**config.mk**
```make
export PLATFORM = sky130hd
export DESIGN_NAME = hazard_ctrl
export DESIGN_NICKNAME = d
export VERILOG_FILES = /design/src/rtl/hazard_ctrl.sv
export SDC_FILE = /design/constraint.sdc
export NUM_CORES = 1
export LEC_CHECK = 0
export BUFFER_PORTS_ARGS = -buffer_cell sky130_fd_sc_hd__buf_2
export CORE_ASPECT_RATIO = 1.75
export CORE_MARGIN = 1
export CORE_UTILIZATION = 45
export DETAILED_ROUTE_END_ITERATION = 7
export PLACE_DENSITY = 0.7
export SETUP_SLACK_MARGIN = 0.2
export SLEW_MARGIN = 10
export SYNTH_ARGS = -nofsm -noshare
export SYNTH_HDL_FRONTEND = slang
export SYNTH_SLANG_ARGS = --single-unit
```
**constraint.sdc**
```tcl
create_clock -name clk -period 4 [get_ports clk]
set_input_delay 0.4 -clock clk [delete_from_list [all_inputs] [get_ports clk]]
set_output_delay 0.4 -clock clk [all_outputs]
set_load 0.005 [all_outputs]
```
**src/rtl/hazard_ctrl.sv**
```systemverilog
// ---------------------------------------------------------------------------
// hazard_ctrl
//
// Hazard controller for the five-stage MIPS pipeline (F/D/E/M/W). The
// instruction in D is classified into sources, destination, Tuse and Tnew.
// That classification then travels through E/M/W shadow registers. From the
// shadows the block derives the D-stage stall, every forwarding select, and
// the HI/LO multiply/divide busy tracking.
//
// Ports
//   clk       in   core clock, rising edge
//   reset     in   asynchronous active-low reset; 0 clears all state at once
//   instr_d   in   [31:0] instruction currently in D
//   stall     out  freeze PC and F/D, insert bubble into D/E (combinational)
//   fwd_rs_d  out  [1:0] D rs select: 00 RF, 11 E (PC+8), 01 M, 10 W
//   fwd_rt_d  out  [1:0] D rt select, same encoding
//   fwd_rs_e  out  [1:0] E ALU rs select: 00 pipeline, 01 M, 10 W
//   fwd_rt_e  out  [1:0] E ALU rt select, same encoding
//   fwd_rt_m  out  M store-data select: 0 pipeline, 1 W
//   md_start  out  E holds mult/div (one pulse per instruction)
//   md_busy   out  HI/LO busy counter nonzero
//
// Handshake: there is no valid/ready pair here. stall is a combinational
// request back to F/D. While it is high, D holds and E receives a bubble.
// ---------------------------------------------------------------------------
module hazard_ctrl #(
   parameter int MULT_CYCLES = 5,
   parameter int DIV_CYCLES  = 10,
   parameter int CNT_W       = 4
) (
   input  logic        clk,
   input  logic        reset,
   input  logic [31:0] instr_d,
   output logic        stall,
   output logic [1:0]  fwd_rs_d,
   output logic [1:0]  fwd_rt_d,
   output logic [1:0]  fwd_rs_e,
   output logic [1:0]  fwd_rt_e,
   output logic        fwd_rt_m,
   output logic        md_start,
   output logic        md_busy
);

   localparam logic [CNT_W-1:0] MULT_LD = CNT_W'(MULT_CYCLES);
   localparam logic [CNT_W-1:0] DIV_LD  = CNT_W'(DIV_CYCLES);

   // R-type function codes (op == 0)
   localparam logic [5:0] F_ADDU = 6'b100001;
   localparam logic [5:0] F_SUBU = 6'b100011;
   localparam logic [5:0] F_JR   = 6'b001000;
   localparam logic [5:0] F_MULT = 6'b011000;
   localparam logic [5:0] F_DIV  = 6'b011010;
   localparam logic [5:0] F_MFHI = 6'b010000;
   localparam logic [5:0] F_MFLO = 6'b010010;
   localparam logic [5:0] F_MTHI = 6'b010001;
   localparam logic [5:0] F_MTLO = 6'b010011;
   // Primary opcodes
   localparam logic [5:0] OP_ORI = 6'b001101;
   localparam logic [5:0] OP_LUI = 6'b001111;
   localparam logic [5:0] OP_LW  = 6'b100011;
   localparam logic [5:0] OP_SW  = 6'b101011;
   localparam logic [5:0] OP_BEQ = 6'b000100;
   localparam logic [5:0] OP_J   = 6'b000010;
   localparam logic [5:0] OP_JAL = 6'b000011;

   // Per-stage classification. Unused sources are stored as register 0,
   // so they can never match a destination. is_div picks the reload value.
   typedef struct packed {
      logic       valid;
      logic [4:0] rs;
      logic [4:0] rt;
      logic [4:0] dst;
      logic [1:0] tnew;
      logic       is_md;
      logic       is_div;
   } shadow_t;

   shadow_t sh_e, sh_m, sh_w;
   shadow_t dec_d;

   logic [CNT_W-1:0] md_cnt;

   // ------------------------------------------------------------------
   // D-stage decode
   // ------------------------------------------------------------------
   logic [5:0] op, funct;
   logic [4:0] f_rs, f_rt, f_rd;
   logic       use_rs, use_rt;
   logic [1:0] tuse_rs, tuse_rt;
   logic       md_op;        // any instruction that touches HI/LO

   assign op    = instr_d[31:26];
   assign f_rs  = instr_d[25:21];
   assign f_rt  = instr_d[20:16];
   assign f_rd  = instr_d[15:11];
   assign funct = instr_d[5:0];

   always_comb begin
      dec_d   = '0;
      use_rs  = 1'b0;
      use_rt  = 1'b0;
      tuse_rs = 2'd0;
      tuse_rt = 2'd0;
      md_op   = 1'b0;
      if (op == 6'b000000) begin
         case (funct)
            F_ADDU, F_SUBU: begin
               dec_d.valid = 1'b1;
               use_rs      = 1'b1;
               tuse_rs     = 2'd1;
               use_rt      = 1'b1;
               tuse_rt     = 2'd1;
               dec_d.dst   = f_rd;
               dec_d.tnew  = 2'd1;
            end
            F_JR: begin
               dec_d.valid = 1'b1;
               use_rs      = 1'b1;
               tuse_rs     = 2'd0;
            end
            F_MULT, F_DIV: begin
               dec_d.valid  = 1'b1;
               use_rs       = 1'b1;
               tuse_rs      = 2'd1;
               use_rt       = 1'b1;
               tuse_rt      = 2'd1;
               md_op        = 1'b1;
               dec_d.is_md  = 1'b1;
               dec_d.is_div = (funct == F_DIV);
            end
            F_MFHI, F_MFLO: begin
               dec_d.valid = 1'b1;
               md_op       = 1'b1;
               dec_d.dst   = f_rd;
               dec_d.tnew  = 2'd1;
            end
            F_MTHI, F_MTLO: begin
               dec_d.valid = 1'b1;
               use_rs      = 1'b1;
               tuse_rs     = 2'd1;
               md_op       = 1'b1;
            end
            default: ;
         endcase
      end else begin
         case (op)
            OP_ORI: begin
               dec_d.valid = 1'b1;
               use_rs      = 1'b1;
               tuse_rs     = 2'd1;
               dec_d.dst   = f_rt;
               dec_d.tnew  = 2'd1;
            end
            OP_LUI: begin
               dec_d.valid = 1'b1;
               dec_d.dst   = f_rt;
               dec_d.tnew  = 2'd1;
            end
            OP_LW: begin
               dec_d.valid = 1'b1;
               use_rs      = 1'b1;
               tuse_rs     = 2'd1;
               dec_d.dst   = f_rt;
               dec_d.tnew  = 2'd2;
            end
            OP_SW: begin
               dec_d.valid = 1'b1;
               use_rs      = 1'b1;
               tuse_rs     = 2'd1;
               use_rt      = 1'b1;
               tuse_rt     = 2'd2;
            end
            OP_BEQ: begin
               dec_d.valid = 1'b1;
               use_rs      = 1'b1;
               tuse_rs     = 2'd0;
               use_rt      = 1'b1;
               tuse_rt     = 2'd0;
            end
            OP_J: begin
               dec_d.valid = 1'b1;
            end
            OP_JAL: begin
               dec_d.valid = 1'b1;
               dec_d.dst   = 5'd31;
               dec_d.tnew  = 2'd0;
            end
            default: ;
         endcase
      end
      dec_d.rs = use_rs ? f_rs : 5'd0;
      dec_d.rt = use_rt ? f_rt : 5'd0;
   end

   // ------------------------------------------------------------------
   // Stall: a producer still too young for the consumer's Tuse, or HI/LO
   // access while the multiply/divide unit is busy or just starting.
   // ------------------------------------------------------------------
   function automatic logic reg_haz(input logic [4:0] src, input logic [1:0] tuse,
                                    input shadow_t e, input shadow_t m);
      logic hit;
      hit = 1'b0;
      if (src != 5'd0) begin
         if (e.valid && e.dst == src && e.tnew > tuse) hit = 1'b1;
         if (m.valid && m.dst == src && m.tnew > tuse) hit = 1'b1;
      end
      return hit;
   endfunction

   logic haz_rs, haz_rt, haz_md;

   assign haz_rs = reg_haz(dec_d.rs, tuse_rs, sh_e, sh_m);
   assign haz_rt = reg_haz(dec_d.rt, tuse_rt, sh_e, sh_m);
   assign haz_md = md_op && (md_busy || md_start);
   assign stall  = haz_rs || haz_rt || haz_md;

   // ------------------------------------------------------------------
   // Forwarding. The nearest stage whose value is already produced wins.
   // E only qualifies for jal (tnew 0 on entry). W must always be
   // considered because the register file is not write-through.
   // ------------------------------------------------------------------
   function automatic logic stage_hit(input logic [4:0] src, input shadow_t s);
      return (src != 5'd0) && s.valid && (s.dst == src) && (s.tnew == 2'd0);
   endfunction

   function automatic logic [1:0] sel_d(input logic [4:0] src, input shadow_t e,
                                        input shadow_t m, input shadow_t w);
      if (stage_hit(src, e))      return 2'b11;
      else if (stage_hit(src, m)) return 2'b01;
      else if (stage_hit(src, w)) return 2'b10;
      else                        return 2'b00;
   endfunction

   function automatic logic [1:0] sel_e(input logic [4:0] src, input shadow_t m,
                                        input shadow_t w);
      if (stage_hit(src, m))      return 2'b01;
      else if (stage_hit(src, w)) return 2'b10;
      else                        return 2'b00;
   endfunction

   assign fwd_rs_d = sel_d(dec_d.rs, sh_e, sh_m, sh_w);
   assign fwd_rt_d = sel_d(dec_d.rt, sh_e, sh_m, sh_w);
   assign fwd_rs_e = sel_e(sh_e.rs, sh_m, sh_w);
   assign fwd_rt_e = sel_e(sh_e.rt, sh_m, sh_w);
   assign fwd_rt_m = stage_hit(sh_m.rt, sh_w);

   assign md_start = sh_e.is_md;
   assign md_busy  = (md_cnt != '0);

   // ------------------------------------------------------------------
   // Shadow pipeline and HI/LO busy counter
   // ------------------------------------------------------------------
   function automatic shadow_t age(input shadow_t s);
      shadow_t r;
      r      = s;
      r.tnew = (s.tnew == 2'd0) ? 2'd0 : s.tnew - 2'd1;
      return r;
   endfunction

   always_ff @(posedge clk or negedge reset) begin
      if (!reset) begin
         sh_e   <= '0;
         sh_m   <= '0;
         sh_w   <= '0;
         md_cnt <= '0;
      end else begin
         sh_e <= stall ? '0 : dec_d;
         sh_m <= age(sh_e);
         sh_w <= age(sh_m);
         if (sh_e.is_md)
            md_cnt <= sh_e.is_div ? DIV_LD : MULT_LD;
         else if (md_cnt != '0)
            md_cnt <= md_cnt - 1'b1;
      end
   end

   // Fields that are carried for completeness but not consumed downstream.
   logic unused_bits;
   assign unused_bits = ^{instr_d[10:6], sh_m.rs, sh_m.is_md, sh_m.is_div,
                          sh_w.rs, sh_w.rt, sh_w.is_md, sh_w.is_div};

endmodule
```
# Word level (Yosys, flattened, before mapping)
# Index checks and enable logic that the tools add are counted.
[classes]
addsub = 3
multipliers = 0
div = 0
magnitude_cmp = 4
eq_ne = 27
shift = 0
mux = 46
n_bitwise = 0
n_reduce_logical = 68
[op_table]
columns = ["operator", "count"]
rows = [
  ["equality test 5 bit", 11],
  ["logical AND 1 bit", 42],
  ["equality test 6 x 5 -> 1 bit, second input constant", 6],
  ["two-way mux 2 bit", 17],
  ["nonzero test 5 bit", 5],
  ["equality test 6 bit, second input constant", 4],
  ["one-hot mux 7 bit (3 select lines)", 1],
  ["two-way mux 1 bit", 20],
  ["two-way mux 20 bit", 1],
  ["equality test 6 x 4 -> 1 bit, second input constant", 3],
  ["two-way mux 7 bit", 2],
  ["OR reduction 7 bit", 2],
  ["equality test 6 x 2 -> 1 bit, second input constant", 2],
  ["two-way mux 4 bit", 3],
  ["OR reduction 4 bit", 3],
  ["OR reduction 6 bit", 2],
  ["two-way mux 5 bit", 2],
  ["OR reduction 9 bit", 1],
  ["greater-than comparator 2 bit", 4],
  ["equality test 6 x 3 -> 1 bit, second input constant", 1],
  ["zero test 2 bit", 3],
  ["zero test 6 bit", 1],
  ["OR reduction 2 bit", 3],
  ["nonzero test 4 bit", 1],
  ["5 further kinds", 8],
]
[word_totals]
register_bits = 45
latch_bits = 0
ramBits = 0
mem_bits_ro = 0
inputBits = 34
output_inout_bits = 12
word_cells = 163
memories = 0

# Depth between registers and ports, before layout
# Gate-level depths: netlist of run 1.
[depth]
depth_word = 14
depth_mapped = 13
ltp_nobuf = 10

# Worst setup path after synthesis of run 1
# OpenSTA, ideal clock, no wires.
[synth_path]
kind = "input to output"
startpoint = "input port instr_d[26]"
endpoint = "output port stall"
t_arrival_ns = 2.371
path_slack_ns = 1.229
cell_stages = 11
path_buffers = 2
path_cell_list = "buf_4 -> or3_4 -> a311oi_4 -> inv_1 -> o32a_1 -> ha_1 -> o21bai_1 -> a22oi_1 -> o21a_1 -> buf_4 -> nand2b_1"
[synth_via]
elab_chain_len = 13
word_cells_on_any_way = 46
cone_classes = "order compare: 4; eq/ne: 8; mux: 17; reduce/logical: 17"
[synth_lines]
columns = ["item", "line", "source"]
rows = [
  ["start, declared", "33", "input logic [31:0] instr_d,"],
  ["equality test 6 bit, or another cell as far along", "146", "case (op)"],
  ["OR reduction 4 bit (no line) / OR reduction 2 bit (equally long branches)", "--", ""],
  ["two-way mux 1 bit", "146", ""],
  ["two-way mux 1 bit", "105", "if (op == 6'b000000) begin"],
  ["two-way mux 5 bit, on equally long branches", "191, 192", ""],
  ["equality test 5 bit", "204", "if (e.valid && e.dst == src && e.tnew > tuse) hit = 1'b1;"],
  ["logical AND 1 bit (2 in series)", "204", ""],
  ["two-way mux 1 bit", "204", ""],
  ["two-way mux 1 bit", "205", "if (m.valid && m.dst == src && m.tnew > tuse) hit = 1'b1;"],
  ["two-way mux 1 bit", "203", "if (src != 5'd0) begin"],
  ["logical OR 1 bit", "215", "assign stall = haz_rs || haz_rt || haz_md;"],
  ["logical OR 1 bit (*)", "215", ""],
  ["end, declared", "34", "output logic stall,"],
]
# Mark *: on every way between the ends. The rest lies on a longest branch, timed or not.

# Final worst setup path of run 1
[layout_path]
startpoint = "input port instr_d[27]"
endpoint = "output port stall"
# Same word-level chain as after synthesis.

==> metrics.txt, run 1 <==
hold slack 0.267 ns; synthesized-area fraction occupied by adder cells 3.12%; CP Capture Type output port; WP data required 3.60 ns; setup total negative slack 0 ns; DRT Pass-1 Iters 4; Post-Syn Area 3210 sq um; cts hold-fix bufs 0; reg2reg setup slack 1.60 ns; setup violators final 0; syn_nets 385; I/O pin cnt 46; fmax 300 MHz; reg2reg path depth 6; deepest clock path buffer count 2; worst rel slew slack 33.4%; Final Slew Violations 0; Synth Area in XOR/XNOR 13.9%; Cell Rows 40; Vias 2614; Max Fanout on Critical Path 10; wire per inst 17.5 um; Synth cell types 63; port bufs 40; leakage 1.54 nW; gr ovfl total 0; number of synthesized flops with an enable pin 0; fraction of the mapped netlist area in compound gates 16.1%; main combinational cell family by area after synthesis simple AND/OR/NAND/NOR gates; clock transition at the registers of the reported paths 0.07 ns; layout net count 412; Final period util 83.4%; actual slew at the worst max-slew pin 0.999 ns; FFs w/ async S/R, synth 100%; first-pass GRT wire length 13400 um; initial cell density of the core 46.8%; Via-to-Cell Ratio 5.75; Total GRT Usage 24.2%; syn_area_per_cell 9.36 sq um; Pwr Density 326 nW/um^2; Root Driver clkbuf_16; M1 GR Usage 26.3%; Crit Path Category in2out; antenna-violating nets left 0; RR Startpoint sh_m[4]$_DFF_PN0_; Fin. Hold Viols 0; Clock Skew 0.00708 ns; Worst VDD drop 0.230 mV; #FFs+latches synth 45; die footprint 7490 sq um; crit path time final 3.34 ns; layout cells sized above 1 20.8%; clock sinks 45; TritonCTS clock tree done; max_cap viols 0; met2 GRT Util 43.7%; dominant cells by area after synthesis dfrtp_1 35%, xnor2_1 10%, nor2_1 3.7%, xor2_1 3.5%, ha_1 3.1%; register area share after synthesis 35.1%; CTS buffer count 5; R2R Path End sh_e[4]$_DFF_PN0_; post-CTS sizing 0; Die Y 114 um; Initial DRC Count 144; Synth Warn # 0; Core Area 6860 sq um; GR Util met3 3.90%; Cells after Synth 343; ANT cells 0; RSZ-0062 raised after global routing false; largest area contributor in the netlist dfrtp_1; Residual DRC 0; mux share of post-synthesis cell area 0.312%; Routability Congestion 0.867; dpl hpwl 6080 um; worst hold path class in2async; Area growth syn-to-layout 11.4%; H-tree depth 2; post-synthesis simple-gate area fraction 26.3%; CP arrival 2.94 ns; Setup Buffers After CTS 0; largest net degree at the start of global routing 46; share of the synthesized area in the top cell type 35.1%; status completed; GRT Max-Usage Layer met2; Startpoint Class input port; initial antenna violation count 0; Most used DFF post-synth dfrtp_1; Die Span X 65.9 um; vias in the first global route 2640; Worst-Skew Late Latency 0.30 ns; detailed-route wire length 7970 um
## cells in the mapped netlist (3+ instances only)
library cell,n
nand4_1,8
and2_1,3
nor4_1,9
ha_1,8
and3b_1,3
nor4_2,4
o21ai_0,7
a21oi_1,14
nor3_1,8
nor4bb_1,4
a21boi_0,5
a31oi_1,6
nor2b_1,5
nand3b_1,3
nand2_1,13
clkbuf_1,18
nand2b_1,4
nor2_1,32
nand3_1,20
o21a_1,3
xor2_1,13
dfrtp_1,45
and3_1,4
o32ai_1,3
xnor2_1,38
inv_1,11
## area by class of cell
class	count	area (sq um)
inverter	13	48.8
timing repair buffer	44	230
clock buffer	5	125
multi-input combinational	261	1920
clock inverter	3	21.3
tap	84	105
sequential	45	1130
fill	622	3280
## worst max-delay path by stage
stage / to / cells after the start / start / slack, ns
2_1_floorplan: stall / 11 / instr_d[26] / 1.23
6_report: stall / 11 / instr_d[27] / 0.66
5_1_grt: stall / 11 / instr_d[27] / 0.50
3_3_place_gp: stall / 11 / instr_d[27] / 0.72
4_1_cts: stall / 11 / instr_d[27] / 0.65
3_5_place_dp: sh_e[9]$_DFF_PN0_ / 11 / instr_d[27] / 0.61
## registers in the layout (all words and copies together), names as in the netlist
signal,cells
md_start,1
sh_w,8
sh_m,13
sh_e,19
md_cnt,4
## layout by cell type, fill, tap and decap left out, types with 9 or more instances in the layout
cell      n
inv_1    11
dfrtp_1  45
buf_2    40
xnor2_1  38
nor2_1   32
nand2_1  13
xor2_1   13
a21oi_1  14
nand3_1  20
nor4_1    9
## where the power goes
group / internal (mW) / switching [mW]
registers: 0.486 / 0.0314
clock network: 0.233 / 0.184
logic: 0.110 / 0.123
## through the flow
stage	instances	utilization, %	instance area (sq um)	worst slack (ns)	total power [mW]
6_report	455	52.2	3580	0.663	1.17
5_1_grt	455	52.2	3580	0.503	1.23
4_1_cts	455	52.2	3580	0.652	1.18
3_5_place_dp	447	50.0	3430	0.614	0.762
2_1_floorplan	343	-	3210	1.23	0.692
3_3_place_gp	447	50.0	3430	0.720	0.751
## per-layer routing
| metal | vias up | part of all wire, % |
|---|---|---|
| li1 | 1279 | - |
| met1 | 1244 | 38 |
| met2 | 73 | 55 |
| met3 | 18 | 3.3 |
| met4 | 0 | 4.2 |
| met5 | - | 0 |
## critical path: stages
cell and delay (ns):
buf_2 0.15, or3_4 0.41, a311oi_4 0.34, inv_1 0.08, o32a_1 0.22, ha_1 0.29, o21bai_1 0.28, a22oi_1 0.14
o21a_1 0.35, nand2b_1 0.13, buf_2 0.12
## cell families after synthesis
group,count (synthesis)
AND/OR/NAND/NOR,139
AO/OA/AOI/OAI,62
XOR/XNOR,51
flip-flops,45
buffers and inverters,37
adder cells (fa/ha/maj),8
multiplexers,1
Note: power is estimated with default switching activity, not from simulation.
==> inputs of run 2 (changes only) <==
==> constraint.sdc (replaced) <==
create_clock -name clk -period 3.4 [get_ports clk]
set_input_delay 0.34 -clock clk [delete_from_list [all_inputs] [get_ports clk]]
set_output_delay 0.34 -clock clk [all_outputs]
set_load 0.005 [all_outputs]
==> run 2 against run 1 <==
  * Die area is the same
  * Design area up 0.59%
  * First-iteration DRC count shrank 17%
  * Count of clock-buffer cells in the layout grew 1
  * Critical path type unchanged
  * Critical endpoint unchanged
  * Largest cell class unchanged
  * Largest power group unchanged
  * Highest routed layer unchanged
==> metrics.txt, run 2 (same netlist as run 1, synthesis figures left out) <==
Max Fanout on Critical Path 7; Startpoint Class input port; most common cell after layout, fill and taps aside dfrtp_1; status completed; vias in the first global route 2731; Final period util 90.4%; filler cell count 618; final non-filler cell total 456; Initial DRC Count 120; Worst VDD drop 0.227 mV; initial antenna violation count 0; gr ovfl total 0; ANT cells 0; Via-to-Cell Ratio 5.85; I/O pin cnt 46; port bufs 40; deepest clock path buffer count 2; Root Driver clkbuf_16; H-tree depth 2; worst hold path class in2async; Core Area 6860 sq um; Pwr Density 383 nW/um^2; die footprint 7490 sq um; leakage 1.56 nW; Cell Rows 40; Die Span X 65.9 um; largest net degree at the start of global routing 46; detailed-route wire length 7720 um; fmax 325 MHz; Routability Congestion 0.851; initial cell density of the core 46.8%; TritonCTS clock tree done; Setup Buffers After CTS 0; first-pass GRT wire length 12900 um; post-CTS sizing 0; layout cells sized above 1 21.5%; Total GRT Usage 22.8%; DRT Pass-1 Iters 4; setup violators final 0; cts hold-fix bufs 0; Largest register FFs 19; Top reg by flops sh_e; RR Startpoint sh_m[4]$_DFF_PN0_; CP arrival 2.73 ns; dpl hpwl 6060 um; clock sinks 45; layout net count 413; Fin. Hold Viols 0; Vias 2669; Residual DRC 0; Clock Skew 0.00340 ns; RSZ-0062 raised after global routing false; setup total negative slack 0 ns; Worst-Skew Late Latency 0.29 ns; antenna-violating nets left 0; wire per inst 16.9 um; Largest regs sh_e: 19 flops, sh_m: 13 flops, sh_w: 8 flops; CP startpoint instr_d[27]; Area growth syn-to-layout 12.1%; max_cap viols 0; placed insts 448; actual slew at the worst max-slew pin 0.980 ns; most frequent cells in the layout 45 x dfrtp_1, 40 x buf_2, 38 x xnor2_1; crit path time final 3.07 ns; worst rel slew slack 34.6%; Die Y 114 um; Final Slew Violations 0; CTS buffer count 5; Crit Path Category in2out; CP Capture Type output port; WP data required 3.06 ns; clock transition at the registers of the reported paths 0.06 ns
-- run 2: layout make-up --
cell class | count | area, sq um | area share (%)
multi-input cells | 261 | 1930 | 53.6
well taps | 84 | 105 | 2.92
inverters | 13 | 48.8 | 1.36
repair buffers | 45 | 238 | 6.61
clock inverters | 2 | 13.8 | 0.382
flip-flops and latches | 45 | 1130 | 31.3
clock buffers | 6 | 139 | 3.86
-- run 2: critical path: stages --
cell and delay, ns:
buf_2 0.15, or3_4 0.41, a311oi_4 0.36, inv_1 0.07, o32a_1 0.21, ha_1 0.31
o21bai_2 0.10, a22oi_1 0.19, o21a_1 0.35, nand2b_1 0.09, buf_2 0.14
-- run 2: through the flow --
| stage | total power [mW] | util (%) | setup WS (ns) | hold WS [ns] | instance area, sq um |
|---|---|---|---|---|---|
| detailed placement | 0.900 | 50.1 | 0.244 | 0.418 | 3440 |
| global route | 1.45 | 52.5 | 0.210 | 0.300 | 3600 |
| CTS | 1.39 | 52.4 | 0.243 | 0.246 | 3590 |
| finish | 1.38 | 52.5 | 0.326 | 0.214 | 3600 |
| floorplan | 0.814 | - | 0.692 | 0.0444 | 3210 |
| global placement | 0.884 | 50.1 | 0.294 | 0.420 | 3440 |
-- run 2: layer usage --
metal | up-vias | GRT usage [%] | routed length [um]
met5 | - | 0 | 0
met4 | 0 | 14.1 | 407
met3 | 26 | 2.60 | 236
met2 | 71 | 41.9 | 4200
met1 | 1275 | 23.6 | 2870
li1 | 1297 | - | -
-- run 2: worst paths after layout --
check,slack (ns),cells past startpoint,end
hold / removal,0.21,1,sh_m[3]$_DFF_PN0_
max in group asynchronous,2.58,1,sh_w[5]$_DFF_PN0_
hold reg to reg,0.43,0,sh_m[19]$_DFF_PN0_
setup reg to reg,1.03,6,sh_e[10]$_DFF_PN0_
setup / recovery,0.33,11,stall
min in group clk,0.31,3,sh_e[0]$_DFF_PN0_
-- run 2: where the power goes --
group	total, mW	internal (mW)	switching (mW)
Sequential	0.609	0.572	0.0365
Combinational	0.278	0.132	0.146
Clock	0.492	0.292	0.200
Total	1.38	0.996	0.383
==> inputs of run 3 (changes only) <==
--- a/config.mk
+++ b/config.mk
@@ -6,7 +6,6 @@
 export NUM_CORES = 1
 export LEC_CHECK = 0
 export BUFFER_PORTS_ARGS = -buffer_cell sky130_fd_sc_hd__buf_2
-export CORE_ASPECT_RATIO = 1.75
 export CORE_MARGIN = 1
 export CORE_UTILIZATION = 45
 export DETAILED_ROUTE_END_ITERATION = 7
==> run 3 against run 2 <==
  * Combinational power fell by 2%
  * First-iteration DRC count rose by 48%
  * Highest routed layer unchanged
  * Clock power shrank 26%
  * Via count is the same
  * Maximum frequency is 6.7% higher
  * Worst hold slack worse by 0.017 ns
  * Setup slack better by 0.19 ns
  * Critical endpoint unchanged
==> metrics.txt, run 3 (same netlist as run 1, synthesis figures left out) <==
status completed; antenna-violating nets left 0; Final period util 84.7%; RR Startpoint sh_m[4]$_DFF_PN0_; wire per inst 16.0 um; Crit-path slowest cell or3_4; Startpoint Class input port; Core Area 6830 sq um; Fin. Hold Viols 0; H-tree depth 2; R2R Path End sh_e[2]$_DFF_PN0_; reg2reg path depth 6; clock sinks 45; dpl hpwl 5740 um; Pwr Density 351 nW/um^2; Die Span X 86.5 um; Crit Path Category in2out; vias in the first global route 2583; CTS buffer count 5; Setup WS pre-CTS 0.487 ns; initial antenna violation count 0; most common cell after layout, fill and taps aside dfrtp_1; CP Capture Type output port; Routability Congestion 0.864; DRT Pass-1 Iters 4; Residual DRC 0; Max Fanout on Critical Path 7; I/O pin cnt 46; Root Driver clkbuf_8; RSZ-0062 raised after global routing false; Vias 2669; ANT cells 0; most frequent cells in the layout 45 x dfrtp_1, 40 x buf_2, 38 x xnor2_1; CP arrival 2.54 ns; Clock Skew 0.00502 ns; first-pass GRT wire length 12500 um; deepest clock path buffer count 2; detailed-route wire length 7480 um; Die Y 86.5 um; WP data required 3.06 ns; max_cap viols 0; port bufs 40; CP max stage delay 0.41 ns; min setup slack post-route 0.519 ns; fmax 347 MHz; filler cell count 656; Largest register FFs 19; actual slew at the worst max-slew pin 0.987 ns; layout cells sized above 1 20.8%; Via-to-Cell Ratio 5.72; setup violators final 0; worst rel slew slack 34.2%; Worst-Skew Late Latency 0.30 ns; crit path time final 2.88 ns; setup total negative slack 0 ns; die footprint 7480 sq um; TritonCTS clock tree done; post-CTS sizing 0; Initial DRC Count 177; Setup Buffers After CTS 0; Top reg by flops sh_e; worst hold path class in2async; leakage 1.52 nW; final core utilization 51.9%; cells along the critical path buf_2 > or3_4 > a311oi_4 > inv_1 > o32a_1 > ha_1 > o21bai_1 > a22oi_1 > o21a_1 > nand2b_1 > buf_2; Final Slew Violations 0; cts hold-fix bufs 0; crit-path most repeated cell buf_2; layout net count 412; gr ovfl total 0; Area growth syn-to-layout 10.5%; Worst VDD drop 0.182 mV; initial cell density of the core 47.0%; Total GRT Usage 21.6%; reg2reg setup slack 1.06 ns; Cell Rows 30; largest net degree at the start of global routing 46; Largest regs sh_e: 19 flops, sh_m: 13 flops, sh_w: 8 flops; clock transition at the registers of the reported paths 0.08 ns
[run 3: where the power goes]
| group | switching (mW) | internal [mW] |
|---|---|---|
| combinational | 0.142 | 0.130 |
| clock | 0.181 | 0.184 |
| sequential | 0.0372 | 0.571 |
[run 3: worst max-delay path by stage]
stage / startpoint / end / cells past startpoint
2_1_floorplan: instr_d[26] / sh_e[5]$_DFF_PN0_ / 13
3_3_place_gp: instr_d[27] / sh_e[9]$_DFF_PN0_ / 11
3_5_place_dp: instr_d[27] / sh_e[9]$_DFF_PN0_ / 11
4_1_cts: instr_d[27] / stall / 11
5_1_grt: instr_d[27] / stall / 11
6_report: instr_d[27] / stall / 11
[run 3: layout make-up]
cell class                      count  area [sq um]  area share [%]
Clock buffer                        7          96.3            2.72
Clock inverter                      1          5.00           0.141
Inverter                           13          48.8            1.38
Multi-Input combinational cell    261          1920            54.1
Sequential cell                    45          1130            31.7
Tap cell                           96           120            3.39
Timing Repair Buffer               44           230            6.49
[run 3: metal layers]
layer | wire length (um) | global-route usage [%] | vias to the layer above
met5 | 0 | 0 | -
li1 | - | - | 1291
met3 | 268 | 2.48 | 22
met1 | 3350 | 28.8 | 1278
met4 | 170 | 7.88 | 0
met2 | 3700 | 36.4 | 78
[run 3: through the flow]
| step | total power, mW | cells | hold WS (ns) | instance area (sq um) |
|---|---|---|---|---|
| final | 1.25 | 467 | 0.197 | 3550 |
| after global routing | 1.31 | 467 | 0.290 | 3550 |
| after CTS | 1.26 | 467 | 0.236 | 3550 |
| after detailed placement | 0.893 | 459 | 0.400 | 3450 |
| after global placement | 0.882 | 459 | 0.395 | 3450 |
| after floorplan | 0.814 | 343 | 0.0444 | 3210 |
[run 3: critical path: cells and delay by family]
family	cells	cell delay, ns
adder cells (fa/ha/maj)	1	0.29
buffers and inverters	3	0.36
AO/OA/AOI/OAI	5	1.03
AND/OR/NAND/NOR	2	0.52
